--- config.mk ---
export PLATFORM = sky130hd
export DESIGN_NAME = uart_tx_arbiter_flat
export DESIGN_NICKNAME = d
export VERILOG_FILES = /design/src/rtl/uart_pkg.sv /design/src/rtl/uart_tx_arbiter_if.sv /design/src/rtl/uart_bit_timer.sv /design/src/rtl/uart_tx_arbiter.sv /design/src/flat_wrapper.sv
export SDC_FILE = /design/constraint.sdc
export NUM_CORES = 1
export LEC_CHECK = 0
export BUFFER_PORTS_ARGS = -buffer_cell sky130_fd_sc_hd__buf_4
export CAP_MARGIN = 10
export CORE_AREA = 3 3 73 68
export CTS_BUF_LIST = sky130_fd_sc_hd__clkbuf_4 sky130_fd_sc_hd__clkbuf_8
export DETAILED_ROUTE_END_ITERATION = 8
export DIE_AREA = 0 0 76 71
export PLACE_DENSITY_LB_ADDON = 0.08
export REMOVE_ABC_BUFFERS = 1
export SETUP_SLACK_MARGIN = 0.02
export SLEW_MARGIN = 20
export SYNTH_ARGS = -nofsm -noshare
export SYNTH_HDL_FRONTEND = slang
export SYNTH_SLANG_ARGS = --single-unit
--- constraint.sdc ---
create_clock -name clk -period 1.88 [get_ports clk]
set_input_delay 0.094 -clock clk [delete_from_list [all_inputs] [get_ports clk]]
set_output_delay 0.094 -clock clk [all_outputs]
set_load 0.005 [all_outputs]
--- src/rtl/uart_pkg.sv ---
// Shared types and constants for the round-robin UART transmit arbiter.
package uart_pkg;

    typedef enum logic [1:0] {
        IDLE  = 2'd0,
        START = 2'd1,
        DATA  = 2'd2,
        STOP  = 2'd3
    } uart_state_e;

    localparam int          FRAME_BITS    = 10;
    localparam int          DATA_W        = 8;
    localparam logic [12:0] BPS_T_DEFAULT = 13'd5207;

endpackage

--- src/rtl/uart_tx_arbiter_if.sv ---
// Requester-side bus of the UART transmit arbiter: request/grant handshake plus line status.
interface uart_tx_arbiter_if #(
    parameter int NREQ = 4
);
    logic              en;
    logic [NREQ-1:0]   req;
    logic [8*NREQ-1:0] data;
    logic [NREQ-1:0]   gnt;
    logic [2:0]        owner;
    logic              busy;
    logic              done;
    logic              txd;

    modport master (
        output en, req, data,
        input  gnt, owner, busy, done, txd
    );

    modport slave (
        input  en, req, data,
        output gnt, owner, busy, done, txd
    );
endinterface

--- src/rtl/uart_bit_timer.sv ---
// Bit-period counter: bit_end marks the last clock of each serial bit while run is high.
module uart_bit_timer #(
    parameter logic [12:0] BPS_T = 13'd5207
) (
    input  logic clk,
    input  logic rst,
    input  logic run,
    output logic bit_end
);

    logic [12:0] cnt_q, cnt_d;
    logic        bit_end_q, bit_end_d;

    // Next count; bit_end is pre-decoded from the next count so it leaves a flop.
    always_comb begin
        cnt_d = 13'd0;
        if (!run) begin
            cnt_d = 13'd0;
        end else if (cnt_q == BPS_T) begin
            cnt_d = 13'd0;
        end else begin
            cnt_d = cnt_q + 13'd1;
        end
        bit_end_d = (cnt_d == BPS_T);
    end

    // Counter and decoded bit_end registers.
    always_ff @(posedge clk) begin
        if (rst) begin
            cnt_q     <= 13'd0;
            bit_end_q <= (BPS_T == 13'd0);
        end else begin
            cnt_q     <= cnt_d;
            bit_end_q <= bit_end_d;
        end
    end

    assign bit_end = bit_end_q;

endmodule

--- src/rtl/uart_tx_arbiter.sv ---
// Round-robin arbiter sharing one 8N1 UART transmit line between NREQ byte requesters.
module uart_tx_arbiter
    import uart_pkg::*;
#(
    parameter int          NREQ  = 4,
    parameter logic [12:0] BPS_T = BPS_T_DEFAULT
) (
    input logic              clk,
    input logic              rst,
    uart_tx_arbiter_if.slave bus
);

    uart_state_e       state_q, state_d;
    logic [DATA_W-1:0] shreg_q, shreg_d;
    logic [2:0]        bit_idx_q, bit_idx_d;
    logic [2:0]        owner_q, owner_d;
    logic [2:0]        ptr_q, ptr_d;
    logic [NREQ-1:0]   gnt_q, gnt_d;
    logic              busy_q, busy_d;
    logic              done_q, done_d;
    logic              txd_q, txd_d;

    logic              run_s;
    logic              bit_end_s;
    logic              arb_ok_s;
    logic [2:0]        winner_s;
    logic [2:0]        ptr_next_s;

    // First set request at or above pointer p, wrapping modulo NREQ.
    function automatic logic [2:0] rr_pick(input logic [NREQ-1:0] r, input logic [2:0] p);
        logic [2:0]      w;
        logic            found;
        logic [NREQ-1:0] rot;
        int              idx;
        w     = 3'd0;
        found = 1'b0;
        for (int off = 0; off < NREQ; off++) begin
            idx = (int'(p) + off) % NREQ;
            rot = r >> idx;
            if (!found && rot[0]) begin
                w     = 3'(idx);
                found = 1'b1;
            end else begin
                found = found;
            end
        end
        return w;
    endfunction

    assign run_s = (state_q != IDLE);

    uart_bit_timer #(
        .BPS_T (BPS_T)
    ) u_bit_timer (
        .clk     (clk),
        .rst     (rst),
        .run     (run_s),
        .bit_end (bit_end_s)
    );

    assign winner_s   = rr_pick(bus.req, ptr_q);
    assign ptr_next_s = (winner_s == 3'(NREQ - 1)) ? 3'd0 : (winner_s + 3'd1);
    assign arb_ok_s   = ((state_q == IDLE) || ((state_q == STOP) && bit_end_s))
                        && bus.en && (bus.req != {NREQ{1'b0}});

    // Frame sequencing; a grant overrides the stop-bit return to IDLE for back-to-back frames.
    always_comb begin
        state_d   = state_q;
        shreg_d   = shreg_q;
        bit_idx_d = bit_idx_q;
        owner_d   = owner_q;
        ptr_d     = ptr_q;
        busy_d    = busy_q;
        txd_d     = txd_q;
        gnt_d     = {NREQ{1'b0}};
        done_d    = 1'b0;

        case (state_q)
            IDLE: begin
                state_d = IDLE;
            end
            START: begin
                if (bit_end_s) begin
                    state_d   = DATA;
                    txd_d     = shreg_q[0];
                    bit_idx_d = 3'd0;
                end else begin
                    state_d = START;
                end
            end
            DATA: begin
                if (bit_end_s) begin
                    if (bit_idx_q == 3'(DATA_W - 1)) begin
                        state_d = STOP;
                        txd_d   = 1'b1;
                    end else begin
                        shreg_d   = shreg_q >> 1;
                        txd_d     = shreg_q[1];
                        bit_idx_d = bit_idx_q + 3'd1;
                    end
                end else begin
                    state_d = DATA;
                end
            end
            STOP: begin
                if (bit_end_s) begin
                    done_d  = 1'b1;
                    state_d = IDLE;
                    busy_d  = 1'b0;
                    txd_d   = 1'b1;
                end else begin
                    state_d = STOP;
                end
            end
            default: begin
                state_d = IDLE;
                busy_d  = 1'b0;
                txd_d   = 1'b1;
            end
        endcase

        if (arb_ok_s) begin
            gnt_d   = {{(NREQ-1){1'b0}}, 1'b1} << winner_s;
            shreg_d = DATA_W'(bus.data >> {winner_s, 3'b000});
            owner_d = winner_s;
            ptr_d   = ptr_next_s;
            state_d = START;
            txd_d   = 1'b0;
            busy_d  = 1'b1;
        end else begin
            gnt_d = {NREQ{1'b0}};
        end
    end

    // State, datapath and output registers.
    always_ff @(posedge clk) begin
        if (rst) begin
            state_q   <= IDLE;
            shreg_q   <= {DATA_W{1'b0}};
            bit_idx_q <= 3'd0;
            owner_q   <= 3'd0;
            ptr_q     <= 3'd0;
            gnt_q     <= {NREQ{1'b0}};
            busy_q    <= 1'b0;
            done_q    <= 1'b0;
            txd_q     <= 1'b1;
        end else begin
            state_q   <= state_d;
            shreg_q   <= shreg_d;
            bit_idx_q <= bit_idx_d;
            owner_q   <= owner_d;
            ptr_q     <= ptr_d;
            gnt_q     <= gnt_d;
            busy_q    <= busy_d;
            done_q    <= done_d;
            txd_q     <= txd_d;
        end
    end

    assign bus.gnt   = gnt_q;
    assign bus.owner = owner_q;
    assign bus.busy  = busy_q;
    assign bus.done  = done_q;
    assign bus.txd   = txd_q;

endmodule

--- src/flat_wrapper.sv ---
// flat-port wrapper written by rule: the top's interface ports become plain ports
module uart_tx_arbiter_flat import uart_pkg::*;
#(
    parameter int          NREQ  = 4,
    parameter logic [12:0] BPS_T = BPS_T_DEFAULT
)
  (clk, rst, bus_en, bus_req, bus_data, bus_gnt, bus_owner, bus_busy, bus_done, bus_txd);
  uart_tx_arbiter_if #(.NREQ(NREQ)) bus_i ();
  input logic clk;
  input logic rst;
  input wire logic [$bits(bus_i.en)-1:0] bus_en;
  input wire logic [$bits(bus_i.req)-1:0] bus_req;
  input wire logic [$bits(bus_i.data)-1:0] bus_data;
  output wire logic [$bits(bus_i.gnt)-1:0] bus_gnt;
  output wire logic [$bits(bus_i.owner)-1:0] bus_owner;
  output wire logic [$bits(bus_i.busy)-1:0] bus_busy;
  output wire logic [$bits(bus_i.done)-1:0] bus_done;
  output wire logic [$bits(bus_i.txd)-1:0] bus_txd;
  assign bus_i.en = bus_en;
  assign bus_i.req = bus_req;
  assign bus_i.data = bus_data;
  assign bus_gnt = bus_i.gnt;
  assign bus_owner = bus_i.owner;
  assign bus_busy = bus_i.busy;
  assign bus_done = bus_i.done;
  assign bus_txd = bus_i.txd;
  uart_tx_arbiter #(.NREQ(NREQ), .BPS_T(BPS_T)) u_core (.clk(clk), .rst(rst), .bus(bus_i));
endmodule
# ---- Yosys cells after proc, flatten, opt, wreduce, memory -nomap -nowiden
# Index checks and enable logic that the tools add are counted.
dict set report totals {
  reg_bits 39
  output_inout_bits 10
  elab_cells 107
}
dict set report op_classes {
  addsub 6
  eq_ne 16
  n_shift 6
  mux 34
  n_bitwise 5
  n_reduce_logical 28
}
# operator n
set op_table {}
lappend op_table {{$shr A4 B32 Y1} 3}
lappend op_table {{$mux W8} 4}
lappend op_table {{$shr A32 B6 Y8} 1}
lappend op_table {{$eq A13 B13 Y1 const B} 2}
lappend op_table {{$mux W13} 2}
lappend op_table {{$mux W3} 6}
lappend op_table {{$add A13 B1 Y13 const B} 1}
lappend op_table {{$mux W1} 13}
lappend op_table {{$mux W2} 6}
lappend op_table {{$ne A3 B2 Y1 const B} 4}
lappend op_table {{$reduce_or A2 Y1} 6}
lappend op_table {{$reduce_bool A2 Y1} 5}
lappend op_table {{$pmux W2 S4} 1}
lappend op_table {{$reduce_and A4 Y1} 2}
lappend op_table {{$reduce_bool A4 Y1} 2}
lappend op_table {{$logic_and A1 B1 Y1} 6}
lappend op_table {{$ne A2 B2 Y1 const B} 3}
lappend op_table {{$pmux W3 S2} 1}
lappend op_table {{$add A2 B1 Y2 const B} 2}
lappend op_table {{$add A2 B2 Y2 const B} 2}
lappend op_table {{$eq A2 B2 Y1 const B} 2}
lappend op_table {{$ne A4 B2 Y1 const B} 1}
lappend op_table {{$shl A1 B3 Y4 const A} 1}
lappend op_table {{$shr A4 B2 Y1} 1}
lappend op_table {{13 further kinds} 18}

# ---- Logic depth before layout (Yosys ltp)
dict set report depth {
  word_depth 14
  depth_mapped 9
  depth_no_buf 7
}

# ---- Cells and area by module
# Synthesis repeated with hierarchy kept, for this count alone.
dict set report unflattened {
  cells_unflattened 228
  hier_area_um2 2132.0
}
# module instances cells_each area_each_um2 seq_area_each_um2
set modules_own_cells {}
lappend modules_own_cells {uart_tx_arbiter 1 159 1478.9 480.5}
lappend modules_own_cells {uart_bit_timer 1 69 653.1 280.3}

# ---- Worst setup path before layout
# No wires, ideal clock.
dict set report synth_timing {
  path_type {register -> register}
  start {register u_core.ptr_q[0]}
  end {register u_core.shreg_q[6]}
  arrival_ns 1.781
  required_ns 1.794
  slack_ns 0.013
  stages_incl_launch_ff 8
  n_path_buf 2
  period_less_slack_ns 1.867
  cell_sequence {dfxtp_1 nor2b_1 or4b_4 and2_4 buf_6 buf_12 mux2i_4 a221oi_2}
}
dict set report synth_between {
  elab_chain_len 14
  word_cells_on_any_way 28
}
# item line_no
set synth_rtl {}
lappend synth_rtl {{start, declared} uart_tx_arbiter.sv:17} ;# logic [2:0] ptr_q, ptr_d;
lappend synth_rtl {{start signal, assigned} uart_tx_arbiter.sv:152} ;# ptr_q <= ptr_d;
lappend synth_rtl {{$add A2 B1 Y2} uart_tx_arbiter.sv:38} ;# idx = (int'(p) + off) % NREQ;
lappend synth_rtl {{$reduce_or A2 Y1 (no source line)} n/a}
lappend synth_rtl {{$and A1 B1 Y1 (no source line)} n/a}
lappend synth_rtl {{$shr A4 B32 Y1} uart_tx_arbiter.sv:39} ;# rot = r >> idx;
lappend synth_rtl {{$logic_and A1 B1 Y1} uart_tx_arbiter.sv:40} ;# if (!found && rot[0]) begin
lappend synth_rtl {{$mux W1} uart_tx_arbiter.sv:40}
lappend synth_rtl {{$logic_not A1 Y1} uart_tx_arbiter.sv:40}
lappend synth_rtl {{$logic_and A1 B1 Y1} uart_tx_arbiter.sv:40}
lappend synth_rtl {{$mux W1} uart_tx_arbiter.sv:40}
lappend synth_rtl {{$logic_not A1 Y1} uart_tx_arbiter.sv:40}
lappend synth_rtl {{$logic_and A1 B1 Y1} uart_tx_arbiter.sv:40}
lappend synth_rtl {{$mux W3 (*)} uart_tx_arbiter.sv:40}
lappend synth_rtl {{$shr A32 B6 Y8 (*)} uart_tx_arbiter.sv:124} ;# shreg_d = DATA_W'(bus.data >> {winner_s, 3'b000});
lappend synth_rtl {{$mux W8 (*)} uart_tx_arbiter.sv:122} ;# if (arb_ok_s) begin
lappend synth_rtl {{end signal, assigned} uart_tx_arbiter.sv:139} ;# shreg_q <= {DATA_W{1'b0}};
lappend synth_rtl {{end signal, assigned} uart_tx_arbiter.sv:149} ;# shreg_q <= shreg_d;
lappend synth_rtl {{end, declared} uart_tx_arbiter.sv:14} ;# logic [DATA_W-1:0] shreg_q, shreg_d;
# Every way passes the cells marked *; elsewhere a longest branch is shown, timed or not.
# A chain may end at the register's enable or synchronous reset.

# ---- Worst setup path in the final report
dict set report layout_timing {
  start {register u_core.ptr_q[0]}
  end {register u_core.shreg_q[5]}
}
# Same word-level chain as after synthesis.

==> out/qor.csv <==
metric;value;unit
status;complete, no violations;
post-synth cell types;51;
Final Slew Violations;0;
Synth Flop Type;dfxtp_1;
clock share of power;32.2;%
vias per std cell;5.24;
CP max stage delay;560;ps
Synth Register Bits;38;
wire length on met3;191;um
sequential share of the synthesized area;35.8;%
CTS tree;yes;
Net count, final;341;
GPL Wtd Cong;0.804;
core area;4350;sq um
share of cells above drive strength 1;32.7;%
Max Used Layer;met4;
Detailed Route Iter0 Violations;95;
R2R setup slack;100;ps
largest area contributor in the netlist;dfxtp_1;
critical-path cell list;nor2b_4, or4_4, and2_4, buf_12, mux2i_1, a221oi_1;
grt ovf;0;
DR pass1 iterations;4;
DR vias;1865;
Post-Route WL;4920;um
overall power;1840;uW
die width;76;um
critical path arrival;1990;ps
n_diodes;0;
internal power;1340;uW
P_sw;497;uW
Yosys warnings;0;
IO Count;49;
pin count of the biggest net entering global routing;30;
fin util;63.7;%
Fmax achieved;560;MHz
Layout Skew;3.72;ps
Crit path max-delay family;simple AND/OR/NAND/NOR gates;
crit path kind;reg -> reg;
Logic pwr share;20.6;%
Power Dens Cells;664;nW/um^2
Mapped Cells;236;
fraction of registers with async set/reset;0;%
hold slack;159;ps
DRC Markers;0;
setup TNS;0;ps
vias in the first global route;1699;
fin crit share;94.9;%
R2R cell count;6;
Tot GR Track Use;18.0;%
chip height;71;um
row cnt;23;
minimum clock period;1780;ps
Root Driver;clkbuf_8;
RSZ-0062 raised after global routing;yes;
Max IR drop VDD;0.436;mV
global-route wire length before repair;7730;um
Placed Area;2580;sq um
maximum buffer depth of the clock tree;2;
Clock Sinks;38;
Reg power frac;47.3;%
crit path launch type;flop;
Die Area;5400;sq um
syn_area_per_cell;9.01;sq um
CTS Buf Count;5;
slowest stage cell on the critical path;or4_4;
Worst-path clk slew;80;ps
Yosys top cell area share;35.8;%
drt wl/cell;13.8;um
worst path required time;2090;ps
antenna viol nets, final;0;
Hold Path Origin;bus_en;
cts hold-fix bufs;0;
WHS Path Cells;3;
crit path buf inv count;1;
DPL Wire Length;3540;um
met1 wire length;2440;um
Initial Util;48.9;%
design area;2770;sq um
mapped cell area;2130;sq um
Port Buffer Count;47;
max cap viols;0;
Endpoint, Worst Hold;u_core.bus.busy$_SDFFE_PP0P_;
Sw Ratio;27.0;%
Synth area leaders;dfxtp_1, mux2i_1, ha_1;
R2R Path End;u_core.shreg_q[5]$_SDFFE_PP0P_;
Worst R2R Start;u_core.ptr_q[0]$_SDFFE_PP0P_;
Leak;0.00116;uW
Layout area overhead;30.1;%
Hold Crit Class;in -> reg;
Met2 Wirelength;2220;um
final hold vios;0;
number of synthesized flops with an enable pin;0;
initial antenna violation count;0;
Setup violations, final;0;
critical path capture point type;flop;
CTS H-tree depth;2;
Worst Path Max Fanout;8;
clock latency at the later pin of the worst-skew pair;290;ps
-- power groups by stage --
stage	clock network (uW)	logic, uW	registers (uW)
floorplan	0	203	879
global placement	0	343	883
detailed placement	0	346	883
CTS	608	369	864
global route	639	417	872
finish	591	378	868
-- final cells by class --
class                   count  area, sq um
multi-input cells         176         1310
fillers                   361         1580
well taps                  62         77.6
repair buffers             63          485
clock buffers               6         82.6
flip-flops and latches     38          768
inverters                   9         33.8
clock inverters             2         12.5
-- worst max path at each step --
stage | end | slack, ps | from | cells past startpoint
after CTS | u_core.shreg_q[1]$_SDFFE_PP0P_ | 50 | u_core.ptr_q[0]$_SDFFE_PP0P_ | 5
after detailed placement | u_core.shreg_q[0]$_SDFFE_PP0P_ | -30 | u_core.bit_idx_q[0]$_SDFFE_PP0P_ | 6
final | u_core.shreg_q[5]$_SDFFE_PP0P_ | 100 | u_core.ptr_q[0]$_SDFFE_PP0P_ | 6
after floorplan | u_core.shreg_q[0]$_SDFFE_PP0P_ | -30 | u_core.state_q[0]$_SDFFE_PP0P_ | 5
after global routing | u_core.u_bit_timer.bit_end$_SDFF_PP0_ | -40 | u_core.u_bit_timer.cnt_q[0]$_SDFF_PP0_ | 6
after global placement | u_core.ptr_q[0]$_SDFFE_PP0P_ | 30 | u_core.ptr_q[0]$_SDFFE_PP0P_ | 7
-- flip-flops by register name, summed over array words and instances, names as in the netlist --
register / cells
u_core.bus.gnt: 4
u_core.u_bit_timer.cnt_q: 13
u_core.shreg_q: 8
u_core.bus.owner: 2
u_core.ptr_q: 2
u_core.state_q: 2
u_core.bus.txd: 1
u_core.bus.done: 1
u_core.u_bit_timer.bit_end: 1
u_core.bus.busy: 1
u_core.bit_idx_q: 3
-- layout by cell type, fill, tap and decap left out, types with 2 or more instances in the layout --
cell type  netlist  layout
and3_1           3       2
dfxtp_2          0       3
a22oi_1          2       2
nor2_1          25      24
xnor2_1          6       6
nor2b_4          0       2
dfxtp_1         38      34
nand2_1         12      12
mux2i_1         23      23
nor3_1          11      10
or3_1            2       2
and2_4           1       2
xor2_1           4       4
inv_2            1       2
nand4_1          2       2
nor2b_1          6       4
or2_2            2       2
buf_4            1      62
ha_1             9       9
clkbuf_8         0       6
nor4_2           2       3
or4b_1           2       2
a21o_1           9       9
a21oi_1         13      13
or4_1            2       2
inv_1            8       7
nor4_1           5       4
a221oi_1         6       6
o21ai_1          1       2
nand3_1          7       6
-- metrics by stage --
step / cells / setup WS (ps)
global placement: 345 / 26.6
detailed placement: 345 / -27.7
global route: 356 / -41.7
CTS: 355 / 52.4
finish: 356 / 95.2
floorplan: 222 / -26.8
-- synth_stat cells, types with 3 or more instances --
library cell	number
dfxtp_1	38
nor2_1	25
mux2i_1	23
a21oi_1	13
nand2_1	12
nor3_1	11
a21o_1	9
ha_1	9
inv_1	8
clkbuf_1	7
nand3_1	7
a221oi_1	6
nor2b_1	6
xnor2_1	6
nor4_1	5
xor2_1	4
and3_1	3
buf_2	3
-- kinds of logic after synthesis --
family | after synthesis | share of synthesized area (%)
AND/OR/NAND/NOR | 89 | 23.2
AO/OA/AOI/OAI | 42 | 14.0
flip-flops | 38 | 35.8
multiplexers | 24 | 11.9
buffers and inverters | 23 | 5.53
XOR/XNOR | 10 | 4.12
adder cells (fa/ha/maj) | 9 | 5.29
other | 1 | 0.176
-- what timing repair did --
| action | in CTS | in global routing |
|---|---|---|
| cloned | 1 | 0 |
| pin swaps | 1 | 5 |
| buffers inserted | 1 | 1 |
| gates resized for setup | 1 | 20 |
| endpoints found under the hold margin | 0 | 0 |
| setup endpoints to repair | 8 | 14 |
-- worst reg2reg max path, stage by stage (launching register included) --
cell and delay, ps:
dfxtp_4 380, nor2b_4 40, or4_4 560, and2_4 230
buf_12 150, mux2i_1 110, a221oi_1 220
-- metal layers --
metal / vias to the layer above / GRT usage (%)
li1: 964 / -
met1: 862 / 24.0
met2: 32 / 28.1
met3: 7 / 5.34
met4: 0 / 6.04
met5: - / 0
Power figures use the tool's default switching activity.
